==> config.mk <==
export PLATFORM = sky130hd
export DESIGN_NAME = apb_master_bridge
export DESIGN_NICKNAME = d
export VERILOG_FILES = /design/src/rtl/apb_master_bridge.sv
export SDC_FILE = /design/constraint.sdc
export NUM_CORES = 1
export LEC_CHECK = 0
export ABC_AREA = 1
export ABC_CLOCK_PERIOD_IN_PS = 2700
export CAP_MARGIN = 20
export CORE_ASPECT_RATIO = 0.6
export CORE_MARGIN = 2
export CORE_UTILIZATION = 35
export DETAILED_ROUTE_END_ITERATION = 6
export PLACE_DENSITY_LB_ADDON = 0.3
export RECOVER_POWER = 50
export SYNTH_ARGS = -nofsm -noshare
export SYNTH_HDL_FRONTEND = slang
export SYNTH_SLANG_ARGS = --single-unit
==> constraint.sdc <==
create_clock -name PCLK -period 2.7 [get_ports PCLK]
set_input_delay 0.54 -clock PCLK [delete_from_list [all_inputs] [get_ports PCLK]]
set_output_delay 0.54 -clock PCLK [all_outputs]
set_load 0.05 [all_outputs]
==> src/rtl/apb_master_bridge.sv <==
// rtl/apb_master_bridge.sv - APB4 requester turning a valid/ready command stream into APB transfers
//
// Ports:
//   PCLK, PRESETn                       clock, asynchronous active-low reset
//   cmd_valid/cmd_ready, cmd_write,     command channel (sampled only in the IDLE handshake)
//   cmd_addr, cmd_wdata, cmd_strb, cmd_prot
//   rsp_valid/rsp_ready, rsp_rdata,     response channel (held stable until consumed)
//   rsp_err, rsp_timeout
//   PSEL, PENABLE, PWRITE, PADDR,       APB4 requester outputs (all registered)
//   PWDATA, PSTRB, PPROT
//   PRDATA, PREADY, PSLVERR             APB4 completer inputs

module apb_master_bridge #(
   parameter int ADDR_WIDTH     = 32,
   parameter int DATA_WIDTH     = 32,
   parameter int TIMEOUT_CYCLES = 16
) (
   input  logic                    PCLK,
   input  logic                    PRESETn,
   input  logic                    cmd_valid,
   output logic                    cmd_ready,
   input  logic                    cmd_write,
   input  logic [ADDR_WIDTH-1:0]   cmd_addr,
   input  logic [DATA_WIDTH-1:0]   cmd_wdata,
   input  logic [DATA_WIDTH/8-1:0] cmd_strb,
   input  logic [2:0]              cmd_prot,
   output logic                    rsp_valid,
   input  logic                    rsp_ready,
   output logic [DATA_WIDTH-1:0]   rsp_rdata,
   output logic                    rsp_err,
   output logic                    rsp_timeout,
   output logic                    PSEL,
   output logic                    PENABLE,
   output logic                    PWRITE,
   output logic [ADDR_WIDTH-1:0]   PADDR,
   output logic [DATA_WIDTH-1:0]   PWDATA,
   output logic [DATA_WIDTH/8-1:0] PSTRB,
   output logic [2:0]              PPROT,
   input  logic [DATA_WIDTH-1:0]   PRDATA,
   input  logic                    PREADY,
   input  logic                    PSLVERR
);

   localparam int STRB_WIDTH = DATA_WIDTH / 8;
   // A zero limit disables the timeout; keep the counter at least one bit wide.
   localparam int CNT_WIDTH = (TIMEOUT_CYCLES > 0) ? $clog2(TIMEOUT_CYCLES + 1) : 1;
   localparam logic [CNT_WIDTH-1:0] CNT_LIMIT = CNT_WIDTH'(TIMEOUT_CYCLES);
   localparam logic TIMEOUT_EN = (TIMEOUT_CYCLES != 0);

   typedef enum logic [1:0] {
      S_IDLE   = 2'd0,
      S_SETUP  = 2'd1,
      S_ACCESS = 2'd2,
      S_RESP   = 2'd3
   } state_t;

   state_t                  state_q, state_d;
   logic [CNT_WIDTH-1:0]    wait_cnt_q, wait_cnt_d;
   logic [CNT_WIDTH-1:0]    wait_cnt_inc;
   logic                    cmd_ready_q, cmd_ready_d;
   logic                    psel_q, psel_d;
   logic                    penable_q, penable_d;
   logic                    pwrite_q, pwrite_d;
   logic [ADDR_WIDTH-1:0]   paddr_q, paddr_d;
   logic [DATA_WIDTH-1:0]   pwdata_q, pwdata_d;
   logic [STRB_WIDTH-1:0]   pstrb_q, pstrb_d;
   logic [2:0]              pprot_q, pprot_d;
   logic                    rsp_valid_q, rsp_valid_d;
   logic [DATA_WIDTH-1:0]   rsp_rdata_q, rsp_rdata_d;
   logic                    rsp_err_q, rsp_err_d;
   logic                    rsp_timeout_q, rsp_timeout_d;

   assign wait_cnt_inc = wait_cnt_q + CNT_WIDTH'(1);

   always_comb begin
      state_d       = state_q;
      wait_cnt_d    = wait_cnt_q;
      cmd_ready_d   = cmd_ready_q;
      psel_d        = psel_q;
      penable_d     = penable_q;
      pwrite_d      = pwrite_q;
      paddr_d       = paddr_q;
      pwdata_d      = pwdata_q;
      pstrb_d       = pstrb_q;
      pprot_d       = pprot_q;
      rsp_valid_d   = rsp_valid_q;
      rsp_rdata_d   = rsp_rdata_q;
      rsp_err_d     = rsp_err_q;
      rsp_timeout_d = rsp_timeout_q;

      case (state_q)
         S_IDLE: begin
            if (cmd_valid) begin
               pwrite_d    = cmd_write;
               paddr_d     = cmd_addr;
               pprot_d     = cmd_prot;
               // Reads leave PWDATA untouched so the bus does not toggle needlessly.
               pwdata_d    = cmd_write ? cmd_wdata : pwdata_q;
               pstrb_d     = cmd_write ? cmd_strb : '0;
               psel_d      = 1'b1;
               cmd_ready_d = 1'b0;
               wait_cnt_d  = '0;
               state_d     = S_SETUP;
            end
         end

         S_SETUP: begin
            penable_d = 1'b1;
            state_d   = S_ACCESS;
         end

         S_ACCESS: begin
            // PREADY is checked first so a completion on the limit cycle is normal.
            if (PREADY) begin
               rsp_rdata_d   = pwrite_q ? '0 : PRDATA;
               rsp_err_d     = PSLVERR;
               rsp_timeout_d = 1'b0;
               rsp_valid_d   = 1'b1;
               psel_d        = 1'b0;
               penable_d     = 1'b0;
               state_d       = S_RESP;
            end else if (TIMEOUT_EN && (wait_cnt_inc == CNT_LIMIT)) begin
               // Deliberate protocol abort to recover from a hung completer.
               rsp_rdata_d   = '0;
               rsp_err_d     = 1'b1;
               rsp_timeout_d = 1'b1;
               rsp_valid_d   = 1'b1;
               psel_d        = 1'b0;
               penable_d     = 1'b0;
               state_d       = S_RESP;
            end else begin
               wait_cnt_d = wait_cnt_inc;
            end
         end

         S_RESP: begin
            if (rsp_ready) begin
               rsp_valid_d = 1'b0;
               cmd_ready_d = 1'b1;
               state_d     = S_IDLE;
            end
         end

         default: begin
            state_d = S_IDLE;
         end
      endcase
   end

   always_ff @(posedge PCLK or negedge PRESETn) begin
      if (!PRESETn) begin
         state_q       <= S_IDLE;
         wait_cnt_q    <= '0;
         cmd_ready_q   <= 1'b1;
         psel_q        <= 1'b0;
         penable_q     <= 1'b0;
         pwrite_q      <= 1'b0;
         paddr_q       <= '0;
         pwdata_q      <= '0;
         pstrb_q       <= '0;
         pprot_q       <= '0;
         rsp_valid_q   <= 1'b0;
         rsp_rdata_q   <= '0;
         rsp_err_q     <= 1'b0;
         rsp_timeout_q <= 1'b0;
      end else begin
         state_q       <= state_d;
         wait_cnt_q    <= wait_cnt_d;
         cmd_ready_q   <= cmd_ready_d;
         psel_q        <= psel_d;
         penable_q     <= penable_d;
         pwrite_q      <= pwrite_d;
         paddr_q       <= paddr_d;
         pwdata_q      <= pwdata_d;
         pstrb_q       <= pstrb_d;
         pprot_q       <= pprot_d;
         rsp_valid_q   <= rsp_valid_d;
         rsp_rdata_q   <= rsp_rdata_d;
         rsp_err_q     <= rsp_err_d;
         rsp_timeout_q <= rsp_timeout_d;
      end
   end

   assign cmd_ready   = cmd_ready_q;
   assign PSEL        = psel_q;
   assign PENABLE     = penable_q;
   assign PWRITE      = pwrite_q;
   assign PADDR       = paddr_q;
   assign PWDATA      = pwdata_q;
   assign PSTRB       = pstrb_q;
   assign PPROT       = pprot_q;
   assign rsp_valid   = rsp_valid_q;
   assign rsp_rdata   = rsp_rdata_q;
   assign rsp_err     = rsp_err_q;
   assign rsp_timeout = rsp_timeout_q;

endmodule

==> impl_metrics.csv, run 1 <==
group,metric,value,unit
die,start_util,36.36,%
clock_network,cts-root-buf,"clkbuf_16",
power,comb_power_share,53.3,%
yosys,ys_ff_latch,117,
critical_path,cp_slowest_cell,"clkdlybuf4s50_1",
clock_network,post-cts-setup-buffers,0,
placed_design,dp.cells,869,
clock_network,holdBufCountCts,0,
yosys,ys_types,27,
power,pwr-share-seq,25.9,%
critical_path,crit_fanout,2,
timing,min_period_over_period,84.53,%
placed_design,pre_cts_slack,536.9,ps
outcome,run_status,"complete, no violations",
timing,finalSetupViolCount,0,
critical_path,cp_cell_sequence,"clkdlybuf4s50_1",
critical_path,worst_ep_required_time,2160,ps
global_route,grtUsageTotal,19.45,%
finish,layoutNonFillerInstCount,901,
power,vdd_drop_max,0.0007691,V
placed_design,port_buffers,219,
power,intPower,6.435,mW
critical_path,r2r_start,"wait_cnt_q[0]",
yosys,netlist_instances,475,
drt,wl,14290,um
power,pwr-share-clk,20.7,%
critical_path,crit_buf_inv,1,
clock_network,cts_resized,0,
timing,period_minus_slack,2282,ps
timing,tns,0,ps
global_route,antenna_found_initial,0,
critical_path,timing.rr.end,"wait_cnt_q[2]",
global_route,grt_max_degree,58,
critical_path,max_stage_delay,810,ps
drt,drcViolationCount,0,
timing,finalHoldViolCount,0,
critical_path,path_class,"reg2out",
die,die_h,96.86,um
power,p_leak,3.784,nW
drt,drtIter0Drc,260,
critical_path,cp_top_family,"buffers and inverters",
clock_network,clockBufferDepth,2,
power,power.switching,5.507,mW
global_route,grt_pass1_wl,23650,um
clock_network,h-tree-depth,4,
timing,slew_violations,0,
die,coreArea,13830,sq um
placed_design,gp_congestion,0.7830,
timing,max_freq,438.2,MHz
worst_hold_path,hold_class,"in2async",
power,switching_share,46.12,%
clock_network,clkSinkCount,117,
critical_path,r2r_setup_slack,540,ps
timing,fin_ws,417.7,ps
yosys,syn-num-nets,589,
critical_path,ff2ff_path_depth,8,
finish,diodes,0,
drt,vias,4164,
finish,area_growth,59.15,%
yosys,syn_area,5030,sq um
clock_network,tritoncts,"built",
global_route,grt_pass1_vias,4522,
drt,antenna_left,0,
timing,rsz0062_at_grt,"false",
placed_design,hpwlAfterDp,9907,um
drt,wire_per_inst,15.86,um
timing,worst_slew_pin_slew,1016,ps
power,p_total,11.94,mW
finish,utilization,57.87,%
timing,slew_headroom,32.27,%
global_route,grt_overflow,0,
critical_path,critPathLaunchType,"flop",
die,die_w,158.8,um
clock_network,clk_pin_slew_worst_paths,60,ps
finish,nets,811,
flow_run,drv_cap,0,
die,die_area,15380,sq um
critical_path,end_kind,"output port",
drt,via_per_inst,4.622,
power,powerDensity,1492,nW/um^2
drt,first_pass_iters,4,
yosys,yosysSeqAreaShare,58.23,%
critical_path,cp.arrival,1740,ps
die,io_pins,220,
finish,fillers,1160,
clock_network,cts-buffers-inserted,17,
yosys,syn_avg_cell_area,10.59,sq um
timing,fin_skew,11.12,ps
clock_network,insertion_delay,400,ps
die,rows,33,
yosys,yosys_warnings,0,
finish,drive_above_1_share,13.68,%
-- worst max path at each step --
stage,startpoint,endpoint,slack (ps),depth (start not counted)
after floorplan,state_q[0],PWDATA[0],1200,7
after global placement,cmd_valid,PWDATA[27],560,5
after detailed placement,wait_cnt_q[0],wait_cnt_q[1],540,8
after CTS,cmd_ready,cmd_ready,390,1
after global routing,wait_cnt_q[0],wait_cnt_q[1],370,8
final,cmd_ready,cmd_ready,420,1
-- registers in the layout (all words and copies together) (netlist names) --
register     count
rsp_valid        1
PSEL             1
state_q          2
PADDR           32
rsp_err          1
rsp_rdata       32
PWDATA          32
wait_cnt_q       5
PENABLE          1
cmd_ready        1
rsp_timeout      1
PSTRB            4
PWRITE           1
PPROT            3
-- power by group through the flow --
stage	sequential [mW]	combinational, mW	clock, mW
2_1_floorplan	5.83	1.42	0
3_3_place_gp	3.08	6.33	0
3_5_place_dp	3.09	6.43	0
6_report	3.10	6.37	2.48
5_1_grt	3.20	6.73	2.63
4_1_cts	3.10	6.44	2.54
-- synthesized netlist by cell type, drive strengths merged --
| cell type | instances | area, sq um |
|---|---|---|
| a21oi | 1 | 16.27 |
| buf | 20 | 136.4 |
| clkbuf | 4 | 15.01 |
| dfrtp | 116 | 2903 |
| dfstp | 1 | 26.28 |
| ha | 4 | 50.05 |
| inv | 16 | 60.05 |
| mux2 | 32 | 435.4 |
| nand2 | 182 | 700.7 |
| nand3 | 75 | 543.0 |
| nand3b | 1 | 11.26 |
| nand4 | 3 | 25.02 |
| nor2 | 6 | 30.03 |
| o21ai | 14 | 77.58 |
-- kinds of logic (layout without fill, tap and decap cells) --
| kind of cell | Yosys count | after routing | share of synthesized area, % |
|---|---|---|---|
| AND/OR/NAND/NOR | 267 | 267 | 26.04 |
| flip-flops | 117 | 117 | 58.23 |
| buffers and inverters | 40 | 274 | 4.204 |
| multiplexers | 32 | 32 | 8.657 |
| AO/OA/AOI/OAI | 15 | 15 | 1.866 |
| adder cells (fa/ha/maj) | 4 | 4 | 0.9951 |
-- layout by cell type (no fill, tap or decap), types with 2 or more instances in the layout --
cell type        instances
ha_1                     4
o21ai_2                  2
nand2_2                  2
dfrtp_1                116
clkbuf_16               17
clkbuf_8                 3
clkdlybuf4s50_1        218
mux2_1                  17
nand3_2                 31
buf_4                    3
o21ai_0                 12
inv_1                   13
mux2_2                   3
nand2_1                179
inv_2                    3
nand4_1                  2
nand3_1                 43
mux2_4                  12
nor2_1                   5
clkbuf_2                 4
bufinv_16                5
clkbuf_1                 3
-- through the flow --
step,hold WS (ps),instance area (sq um)
floorplan,244.4,5030
global placement,460.8,7373
detailed placement,464.4,7373
CTS,124.4,8023
global route,400.4,8005
finish,305.6,8005
-- cell type report --
cell class                      count  area, sq um  area share (%)
Clock inverter                      8        171.4           2.141
Clock buffer                       23        478.0           5.971
Sequential cell                   117         2929           36.59
Timing Repair Buffer              227         2272           28.38
Tap cell                          192        240.2           3.001
Inverter                           16        60.06          0.7502
Multi-Input combinational cell    318         1854           23.16
-- layer usage --
layer | track usage [%] | wire [um] | up-vias
li1 | - | - | 1985
met1 | 22.62 | 5939 | 1997
met2 | 30.57 | 6521 | 168
met3 | 10.33 | 1635 | 14
met4 | 7.198 | 190 | 0
met5 | 0 | 0 | -
Power figures use the tool's default switching activity.
==> inputs of run 2 (changes only) <==
--- a/config.mk
+++ b/config.mk
@@ -6,7 +6,7 @@
 export NUM_CORES = 1
 export LEC_CHECK = 0
 export ABC_AREA = 1
-export ABC_CLOCK_PERIOD_IN_PS = 2700
+export ABC_CLOCK_PERIOD_IN_PS = 2350
 export CAP_MARGIN = 20
 export CORE_ASPECT_RATIO = 0.6
 export CORE_MARGIN = 2
==> constraint.sdc (replaced) <==
create_clock -name PCLK -period 2.35 [get_ports PCLK]
set_input_delay 0.47 -clock PCLK [delete_from_list [all_inputs] [get_ports PCLK]]
set_output_delay 0.47 -clock PCLK [all_outputs]
set_load 0.05 [all_outputs]
==> run 2 against run 1 <==
Count of clock-buffer cells in the layout down 5. Sequential share of layout area is 0.18 points higher. Critical path type unchanged. Worst setup slack got worse by 280 ps. Core utilization fell by 0.28 points. Combinational power grew 14%. Largest cell class unchanged. Routed wire length increased by 0.27%. Clock skew about the same. Die area unchanged. Final cell count up 0.44%. Sequential power rose by 16%. Critical endpoint unchanged. Clock power grew 3%.
==> impl_metrics.csv, run 2 (synthesis results as in run 1) <==
group,metric,value,unit
critical_path,cp_top_family,"buffers and inverters",
die,die_h,96.86,um
global_route,grt_pass1_vias,4489,
timing,rsz0062_at_grt,"false",
drt,drtIter0Drc,306,
finish,final_common_cell,"clkdlybuf4s50_1",
finish,final_cell_mix,"218 x clkdlybuf4s50_1, 179 x nand2_1, 116 x dfrtp_1, 43 x nand3_1, 31 x nand3_2",
timing,slew_violations,0,
drt,wire_per_inst,15.83,um
clock_network,cts-root-buf,"clkbuf_16",
critical_path,critPathLaunchType,"flop",
timing,finalHoldViolCount,0,
critical_path,cp.arrival,1740,ps
timing,period_minus_slack,2212,ps
timing,fin_ws,138.5,ps
clock_network,post-cts-setup-buffers,0,
die,io_pins,220,
drt,wl,14320,um
placed_design,pre_cts_slack,291.1,ps
clock_network,insertion_delay,400,ps
power,vdd_drop_max,0.0009771,V
critical_path,r2r_setup_slack,470,ps
critical_path,crit_buf_inv,1,
global_route,grt_overflow,0,
clock_network,clk_pin_slew_worst_paths,60,ps
worst_hold_path,hold_class,"in2async",
critical_path,cp_slowest_cell,"clkdlybuf4s50_1",
flow_run,drv_cap,0,
clock_network,clkSinkCount,117,
drt,first_pass_iters,4,
timing,finalSetupViolCount,0,
timing,fin_skew,11.62,ps
clock_network,clockBufferDepth,2,
die,rows,33,
timing,tns,0,ps
global_route,antenna_found_initial,0,
timing,max_freq,452.2,MHz
global_route,grt_pass1_wl,23940,um
placed_design,hpwlAfterDp,10300,um
critical_path,crit_fanout,2,
power,powerDensity,1684,nW/um^2
finish,drive_above_1_share,14.59,%
critical_path,path_class,"reg2out",
critical_path,max_stage_delay,800,ps
timing,worst_slew_pin_slew,1055,ps
clock_network,cts-buffers-inserted,17,
clock_network,h-tree-depth,4,
die,start_util,36.36,%
critical_path,cp_cell_sequence,"clkdlybuf4s50_1",
drt,antenna_left,0,
placed_design,gp_congestion,0.8184,
critical_path,end_kind,"output port",
finish,fillers,1164,
outcome,run_status,"complete, no violations",
die,die_w,158.8,um
critical_path,worst_ep_required_time,1880,ps
global_route,grtUsageTotal,19.63,%
die,coreArea,13830,sq um
timing,min_period_over_period,94.11,%
drt,drcViolationCount,0,
die,die_area,15380,sq um
power,p_leak,3.766,nW
finish,area_growth,58.38,%
finish,diodes,0,
global_route,grt_max_degree,47,
drt,vias,4158,
finish,nets,814,
clock_network,cts_resized,0,
clock_network,holdBufCountCts,0,
clock_network,tritoncts,"built",
timing,slew_headroom,29.70,%
drt,via_per_inst,4.594,
placed_design,port_buffers,219,
[run 2: changes by cell type in the layout (fill, tap and decap cells not counted), sizes merged]
cell      previous run  this run
clkbuf              27        22
clkinvlp             1         5
buf                  5         8
bufinv               5         2
inv                 16        19
clkinv               2         4
[run 2: power by group]
group          total (mW)  internal [mW]  switching, mW
clock network        2.56           1.60          0.965
registers            3.59           2.97          0.620
logic                7.26           2.44           4.82
[run 2: path summary, 6_finish.rpt]
kind                               startpoint  cells after the start             to
worst min register to register       PADDR[4]                      2       PADDR[4]
worst max register to register  wait_cnt_q[0]                      8  rsp_rdata[16]
max in group asynchronous             PRESETn                      2       PSTRB[2]
worst max-delay path                cmd_ready                      1      cmd_ready
min in group PCLK                    PADDR[4]                      2       PADDR[4]
worst min-delay path                  PRESETn                      1      PWDATA[8]
[run 2: layout make-up]
cell class                 instances  area, sq um  share of cell area, %
sequential                       117         2929                  36.77
timing repair buffer             230         2287                  28.71
tap                              192        240.2                  3.016
clock buffer                      18        439.2                  5.513
clock inverter                    14        151.4                  1.900
inverter                          16        60.06                 0.7539
multi-input combinational        318         1859                  23.34
[run 2: layer usage]
layer,share of wire [%],GRT usage [%],vias to the layer above
li1,-,-,1989
met1,44,25.36,1994
met2,45,29.63,169
met3,11,8.834,6
met4,0.60,5.999,0
met5,0,0,-
[run 2: worst reg2reg max path: stages, from the launching register on]
cell	delay (ps)
dfrtp_1	440
ha_1	280
nand3_1	100
nand2_1	100
a21oi_4	210
nand3_4	250
buf_12	270
nand3_2	80
nand2_1	60
[run 2: per-stage QoR]
| stage | hold WS [ps] | power [mW] | util (%) | cells | area, sq um |
|---|---|---|---|---|---|
| finish | 226.3 | 13.42 | 57.59 | 905 | 7966 |
| global route | 288.9 | 14.12 | 57.59 | 905 | 7966 |
| CTS | 56.78 | 13.64 | 58.06 | 905 | 8031 |
| global placement | 463.6 | 10.88 | 53.79 | 873 | 7441 |
| floorplan | 174.4 | 8.336 | - | 475 | 5030 |
| detailed placement | 464.5 | 10.99 | 53.79 | 873 | 7441 |
==> inputs of run 3 (changes only) <==
--- a/config.mk
+++ b/config.mk
@@ -10,10 +10,11 @@
 export CAP_MARGIN = 20
 export CORE_ASPECT_RATIO = 0.6
 export CORE_MARGIN = 2
-export CORE_UTILIZATION = 35
+export CORE_UTILIZATION = 42
 export DETAILED_ROUTE_END_ITERATION = 6
 export PLACE_DENSITY_LB_ADDON = 0.3
 export RECOVER_POWER = 50
+export SLEW_MARGIN = 10
 export SYNTH_ARGS = -nofsm -noshare
 export SYNTH_HDL_FRONTEND = slang
 export SYNTH_SLANG_ARGS = --single-unit
==> run 3 against run 2 <==
The run now ends with max-capacitance violations, max-slew violations left. Critical path depth unchanged. Final area down 0.75%. Register-to-register slack worse by 80 ps. Final cell count down 3.9%.
==> impl_metrics.csv, run 3 (synthesis results as in run 1) <==
group,metric,value,unit
outcome,run_status,"finished with violations",
outcome,violations,"max-capacitance violations, max-slew violations",
timing,fin_skew,8.606,ps
critical_path,critPathLaunchType,"flop",
global_route,grtUsageTotal,22.13,%
clock_network,clk_pin_slew_worst_paths,50,ps
drt,via_per_inst,4.856,
critical_path,crit_buf_inv,1,
placed_design,port_buffers,219,
critical_path,cp_slowest_cell,"clkdlybuf4s50_1",
die,start_util,43.79,%
clock_network,clkSinkCount,117,
timing,worst_slew_pin_slew,1950,ps
finish,area_growth,57.19,%
drt,drtIter0Drc,145,
clock_network,cts-root-buf,"clkbuf_16",
finish,multi_input_area,1848,sq um
die,io_pins,220,
clock_network,post-cts-setup-buffers,0,
critical_path,end_kind,"output port",
finish,register_area,2929,sq um
finish,final_cell_mix,"218 x clkdlybuf4s50_1, 179 x nand2_1, 116 x dfrtp_1, 43 x nand3_1, 31 x nand3_2",
finish,fillers,870,
timing,finalSetupViolCount,0,
timing,slew_violations,35,
timing,min_period_over_period,92.76,%
timing,period_minus_slack,2180,ps
power,vdd_drop_max,0.001112,V
placed_design,hpwlAfterDp,9938,um
drt,wire_per_inst,16.08,um
clock_network,holdBufCountCts,0,
flow_run,drv_cap,1,
drt,antenna_left,0,
drt,wl_met1,5991,um
die,die_h,88.77,um
clock_network,cts_resized,0,
global_route,grt_overflow,0,
timing,worst_hold_slack,476.5,ps
timing,slew_headroom,-29.98,%
clock_network,clockBufferDepth,2,
drt,vias,4225,
global_route,grt_pass1_vias,4294,
placed_design,place_area,7381,sq um
timing,tns,0,ps
placed_design,dp.cells,840,
drt,drcViolationCount,0,
clock_network,insertion_delay,400,ps
finish,drive_above_1_share,13.52,%
clock_network,tritoncts,"built",
finish,diodes,0,
power,p_leak,3.759,nW
die,rows,30,
critical_path,path_class,"reg2out",
drt,wl_met2,6469,um
clock_network,cts-buffers-inserted,17,
critical_path,crit_fanout,2,
die,die_w,145.3,um
critical_path,cp_cell_sequence,"clkdlybuf4s50_1",
clock_network,h-tree-depth,4,
timing,finalHoldViolCount,0,
global_route,grt_pass1_wl,22090,um
worst_hold_path,hold_class,"reg2reg",
timing,rsz0062_at_grt,"false",
die,coreArea,11490,sq um
critical_path,cp_top_family,"buffers and inverters",
finish,final_area,7906,sq um
die,die_area,12900,sq um
placed_design,gp_congestion,0.8437,
drt,wl,13990,um
finish,nets,813,
global_route,antenna_found_initial,0,
drt,dr_wl_met3,1268,um
finish,final_common_cell,"clkdlybuf4s50_1",
drt,first_pass_iters,6,
critical_path,worst_ep_required_time,1880,ps
global_route,grt_max_degree,49,
critical_path,max_stage_delay,790,ps
timing,max_freq,458.7,MHz
power,powerDensity,1694,nW/um^2
critical_path,cp.arrival,1710,ps
drt,highest_layer,"met4",
finish,layoutNonFillerInstCount,870,
-- run 3: layout make-up --
type	instances	share of cell area (%)
clock inverters	10	1.662
well taps	160	2.532
multi-input cells	318	23.37
repair buffers	229	28.85
flip-flops and latches	117	37.05
clock buffers	20	5.776
inverters	16	0.7596
-- run 3: tightest hold or removal path, cell delays in order (launching register included) --
cell	delay [ps]
dfrtp_1	340
nand2_1	60
nand2_1	50
-- run 3: final timing paths --
check                           start             to  slack, ps  cells past startpoint
setup / recovery            cmd_ready      cmd_ready        170                      1
hold / removal               PADDR[9]       PADDR[9]        480                      2
setup reg to reg           state_q[0]     PWDATA[20]        390                      7
hold reg to reg              PADDR[9]       PADDR[9]        480                      2
max in group asynchronous     PRESETn      cmd_ready        490                      2
min in group asynchronous     PRESETn  rsp_rdata[14]        610                      1
-- run 3: per-stage QoR --
| stage | worst slack, ps | power [mW] | utilization [%] |
|---|---|---|---|
| 6_report | 170.1 | 13.39 | 68.83 |
| 3_3_place_gp | 430.9 | 10.80 | 64.26 |
| 3_5_place_dp | 406.9 | 10.95 | 64.26 |
| 2_1_floorplan | 845.5 | 8.336 | - |
| 4_1_cts | 149.3 | 13.59 | 69.38 |
| 5_1_grt | 128.2 | 14.04 | 68.83 |
-- run 3: per-layer routing --
layer / GRT usage (%) / vias to the layer above
met4: 8.824 / 0
li1: - / 1990
met5: 0 / -
met1: 28.00 / 2024
met3: 8.402 / 24
met2: 35.07 / 187
-- run 3: power breakdown --
part           switching, mW  internal (mW)  leakage (nW)  total (mW)
clock                  0.869           1.70         0.291        2.57
sequential             0.620           2.97          1.46        3.59
combinational           4.83           2.40          2.01        7.23
total                   6.32           7.08          3.76        13.4
==> RTL change 1 (config.mk and constraints of run 1) <==
`DATA_WIDTH`: 32 -> 48.
--- a/src/rtl/apb_master_bridge.sv
+++ b/src/rtl/apb_master_bridge.sv
@@ -13,5 +13,5 @@
 module apb_master_bridge #(
    parameter int ADDR_WIDTH     = 32,
-   parameter int DATA_WIDTH     = 32,
+   parameter int DATA_WIDTH     = 48,
    parameter int TIMEOUT_CYCLES = 16
 ) (
Interface: changed (6 resized); port bits go from 220 to 288. The function was not compared with the original's and may differ.
==> RTL change 1 against run 1 <==
The run now ends with max-capacitance violations, max-slew violations left; worst setup slack gained 3.0 ps; wire length grew 28%; combinational power grew 27%; final area grew 21%; power grew 20%; synthesized cell count grew 24%; area after synthesis grew 20%; sequential cell count grew 34; critical endpoint unchanged; largest power group unchanged.
==> RTL change 1: results <==
metrics = {
    "layout": {
        "nets": 1023,
    },
    "power_and_ir_drop": {
        "ir_worst_vdd_v": 0.0008369,
        "p_leak_nw": 4.509,
        "powerDensity_mw_per_mm2": 1471,
    },
    "critical_path": {
        "r2r_slack_ps": 700,
        "crit-reg2reg-capture": "rsp_timeout",
    },
    "grt": {
        "grt_start_max_net_pins": 61,
        "grt_pass1_vias": 5355,
        "grt_use_met1": 0.2554,
        "grt_usage": 0.1998,
    },
    "place": {
        "port_buffers": 287,
        "gp_congestion": 0.7880,
    },
    "route": {
        "wl_met3_microns": 2015,
        "wl_microns": 18310,
        "vias": 5173,
        "wl_per_cell_microns": 16.33,
        "wl_met2_microns": 8285,
        "drtIter0Drc": 247,
    },
    "job": {
        "drv_cap": 1,
    },
    "status": {
        "violations": "max-capacitance violations, max-slew violations",
        "status": "finished with violations",
    },
    "logic_synthesis": {
        "syn_area_per_cell_sq_um": 10.26,
        "synth_area_leaders": "dfrtp_1 (62%), nand2_1 (12%), nand3_1 (8.8%)",
        "synth_common_cells": "nand2_1 (200), dfrtp_1 (150), nand3_1 (107)",
    },
    "sta": {
        "maxSlewViolCount": 61,
        "tightest_slew_ps": 1543,
        "fin_crit_sh": 0.8442,
    },
}
-- RTL change 1: logic make-up (layout without fill, tap and decap cells) --
| family | count (synthesis) | in the layout | synth area share |
|---|---|---|---|
| buffers and inverters | 50 | 347 | 0.03884 |
| multiplexers | 48 | 48 | 0.08926 |
| flip-flops | 151 | 151 | 0.6242 |
| AND/OR/NAND/NOR | 321 | 321 | 0.2256 |
| AO/OA/AOI/OAI | 16 | 16 | 0.01384 |
| adder cells (fa/ha/maj) | 4 | 4 | 0.008265 |
-- RTL change 1: area by class of cell --
type,count,area share
Clock buffer,17,0.04378
Clock inverter,14,0.01455
Inverter,16,0.006310
Multi-Input combinational cell,389,0.2098
Sequential cell,151,0.3890
Tap cell,234,0.03013
Timing Repair Buffer,300,0.3065
-- RTL change 1: report_power, final --
group	internal (mW)	switching (mW)	leakage, nW	total (mW)
clock	1.29	0.990	0.271	2.28
combinational	2.65	5.44	2.36	8.08
sequential	3.34	0.591	1.88	3.93
total	7.28	7.02	4.51	14.3
==> RTL change 2 (settings of run 1) <==
Without the edit above. Take the reset off `pwdata_q` and load it in a clocked block of its own.
--- a/src/rtl/apb_master_bridge.sv
+++ b/src/rtl/apb_master_bridge.sv
@@ -157,5 +157,4 @@
          pwrite_q      <= 1'b0;
          paddr_q       <= '0;
-         pwdata_q      <= '0;
          pstrb_q       <= '0;
          pprot_q       <= '0;
@@ -172,5 +171,4 @@
          pwrite_q      <= pwrite_d;
          paddr_q       <= paddr_d;
-         pwdata_q      <= pwdata_d;
          pstrb_q       <= pstrb_d;
          pprot_q       <= pprot_d;
@@ -180,4 +178,8 @@
          rsp_timeout_q <= rsp_timeout_d;
       end
+   end
+
+   always_ff @(posedge PCLK) begin
+      pwdata_q <= pwdata_d;
    end
 
Check against the original RTL: not equivalent (Yosys sat finds a counterexample within 4 cycles, from zero or initial values and one cycle with PRESETn low).
==> RTL change 2 against run 1 <==
The flow now finishes with violations (design-rule violations, max-capacitance violations, max-slew violations); sequential cell count is the same; first-iteration DRC count shrank 30%; power shrank 20%; worst setup slack lost 1.1 ps; sequential share of layout area grew 5.3 points; count of clock-buffer cells in the layout shrank 6; area after synthesis shrank 12%; clock skew shrank 3.3 ps; cell count shrank 7.5%; wire length shrank 17%; final area shrank 7.8%; critical path type unchanged.
==> RTL change 2: results <==
metrics = {
    "sta": {
        "maxSlewViolCount": 34,
        "finalClockSkew_ps": 7.838,
        "max-slew-margin-rel": -0.2890,
        "setup_viol": 0,
    },
    "place": {
        "dp_hpwl_microns": 8639,
        "gp_congestion": 0.7918,
        "port_buffers": 219,
        "dp.cells": 801,
        "postPlaceCellArea_sq_mm": 0.006794,
    },
    "layout": {
        "register_area_sq_mm": 0.003089,
        "nets": 769,
        "final_layout_size_suffix_gt1_frac": 0.07036,
        "diodes": 0,
        "n_fill_cell": 991,
    },
    "cts": {
        "numCtsBuffers": 17,
        "clk_pin_slew_worst_paths_ps": 50,
        "clock_path_buffers": 2,
        "clock_latency_ps": 400,
        "root_buffer": "clkbuf_16",
        "cts_resized": 0,
    },
    "logic_synthesis": {
        "synth-async-reset-ratio": 0.7265,
        "ys.warnings.count": 0,
        "synth_common_cells": "nand2_1 (232), dfrtp_1 (84), edfxtp_1 (32)",
        "synthCells": 426,
        "synth-edff-count": 32,
        "synth_area_leaders": "dfrtp_1 (47%), edfxtp_1 (22%), nand2_1 (20%)",
        "synth_nets": 540,
        "ys_seq_area_frac": 0.6961,
        "yosysUniqueCellTypes": 24,
    },
    "route": {
        "first_pass_iters": 7,
        "wl_met3_microns": 1023,
        "viasPerCell": 4.419,
        "drt-met1-wl_microns": 4974,
        "wl_microns": 11810,
        "wl_met2_microns": 5566,
        "wl_per_cell_microns": 14.17,
        "detail_route.drc_violations": 3,
        "topRoutingLayerUsed": "met4",
        "drtIter0Drc": 183,
    },
    "grt": {
        "grt_start_max_net_pins": 53,
        "grt_usage": 0.1814,
        "grt_pass1_wl_microns": 19250,
        "grt_pass1_vias": 3785,
        "antenna_found_initial": 0,
    },
    "critical_path": {
        "worstRegToRegCells": 8,
        "slowest_stage": "clkdlybuf4s50_1",
        "crit-reg2reg-capture": "rsp_err",
        "endpoint": "cmd_ready",
        "rr_startpoint": "wait_cnt_q[0]",
        "r2r_slack_ps": 740,
        "crit_start": "cmd_ready",
    },
    "status": {
        "status": "finished with violations",
        "violations": "design-rule violations, max-capacitance violations, max-slew violations",
    },
    "power_and_ir_drop": {
        "ir_worst_vdd_v": 0.0006953,
        "p_leak_nw": 3.386,
    },
    "job": {
        "drv_cap": 1,
    },
    "hold_path": {
        "worstHoldPathType": "reg -> reg",
    },
}
## RTL change 2: cell count changes after synthesis, sizes merged
| cell | change |
|---|---|
| buf | -10 |
| mux2 | -32 |
| inv | -2 |
| dfrtp | -32 |
| nand4 | +6 |
| nand3b | -1 |
| nand3 | -69 |
| clkinv | +1 |
| o21ai | -5 |
| a22o | +4 |
| nand2 | +58 |
| edfxtp | +32 |
| nor2 | +1 |
## RTL change 2: how the worst min path moves through the flow
stage,start,to
floorplan,PRESETn,PADDR[0]
global placement,rsp_rdata[16],rsp_rdata[16]
finish,rsp_rdata[29],rsp_rdata[29]
detailed placement,rsp_rdata[29],rsp_rdata[29]
CTS,PRESETn,rsp_err
global route,rsp_rdata[11],rsp_rdata[11]
## RTL change 2: cells by family (layout without fill, tap and decap cells)
family	Yosys count	in the layout	synth area share
buffers and inverters	29	271	0.03580
and+or+nand+nor	262	262	0.2368
AOI/OAI and AO/OA	14	14	0.02001
adders and majority gates	4	4	0.01128
DFF	117	117	0.6961
## RTL change 2: worst reg2reg max path, delay by kind of cell (launching register included)
kind | cells | cell delay (ps)
adder cells (fa/ha/maj) | 1 | 260
AND/OR/NAND/NOR | 6 | 880
AO/OA/AOI/OAI | 1 | 330
flip-flops | 1 | 410
## RTL change 2: metal layers
layer,global-route usage,up-vias
met4,0.07381,0
met5,0,-
met1,0.2228,1706
met2,0.2871,142
met3,0.07035,22
li1,-,1811
## RTL change 2: power breakdown
group / internal [mW] / switching, mW
Clock: 1.46 / 0.806
Sequential: 2.44 / 0.338
Combinational: 1.42 / 3.04
## RTL change 2: cell type report
type                    count  area share
well taps                 165     0.02797
flip-flops and latches    117      0.4185
repair buffers            224      0.3043
clock inverters            15     0.02441
clock buffers              17     0.05764
inverters                  15    0.007628
multi-input cells         280      0.1595
## RTL change 2: through the flow
| stage | hold WS [ps] | setup slack (ps) |
|---|---|---|
| finish | 468.2 | 416.6 |
| global route | 499.4 | 377.4 |
| CTS | 87.27 | 387.0 |
| detailed placement | 457.4 | 544.9 |
| global placement | 452.2 | 606.1 |
| floorplan | 244.4 | 641.6 |
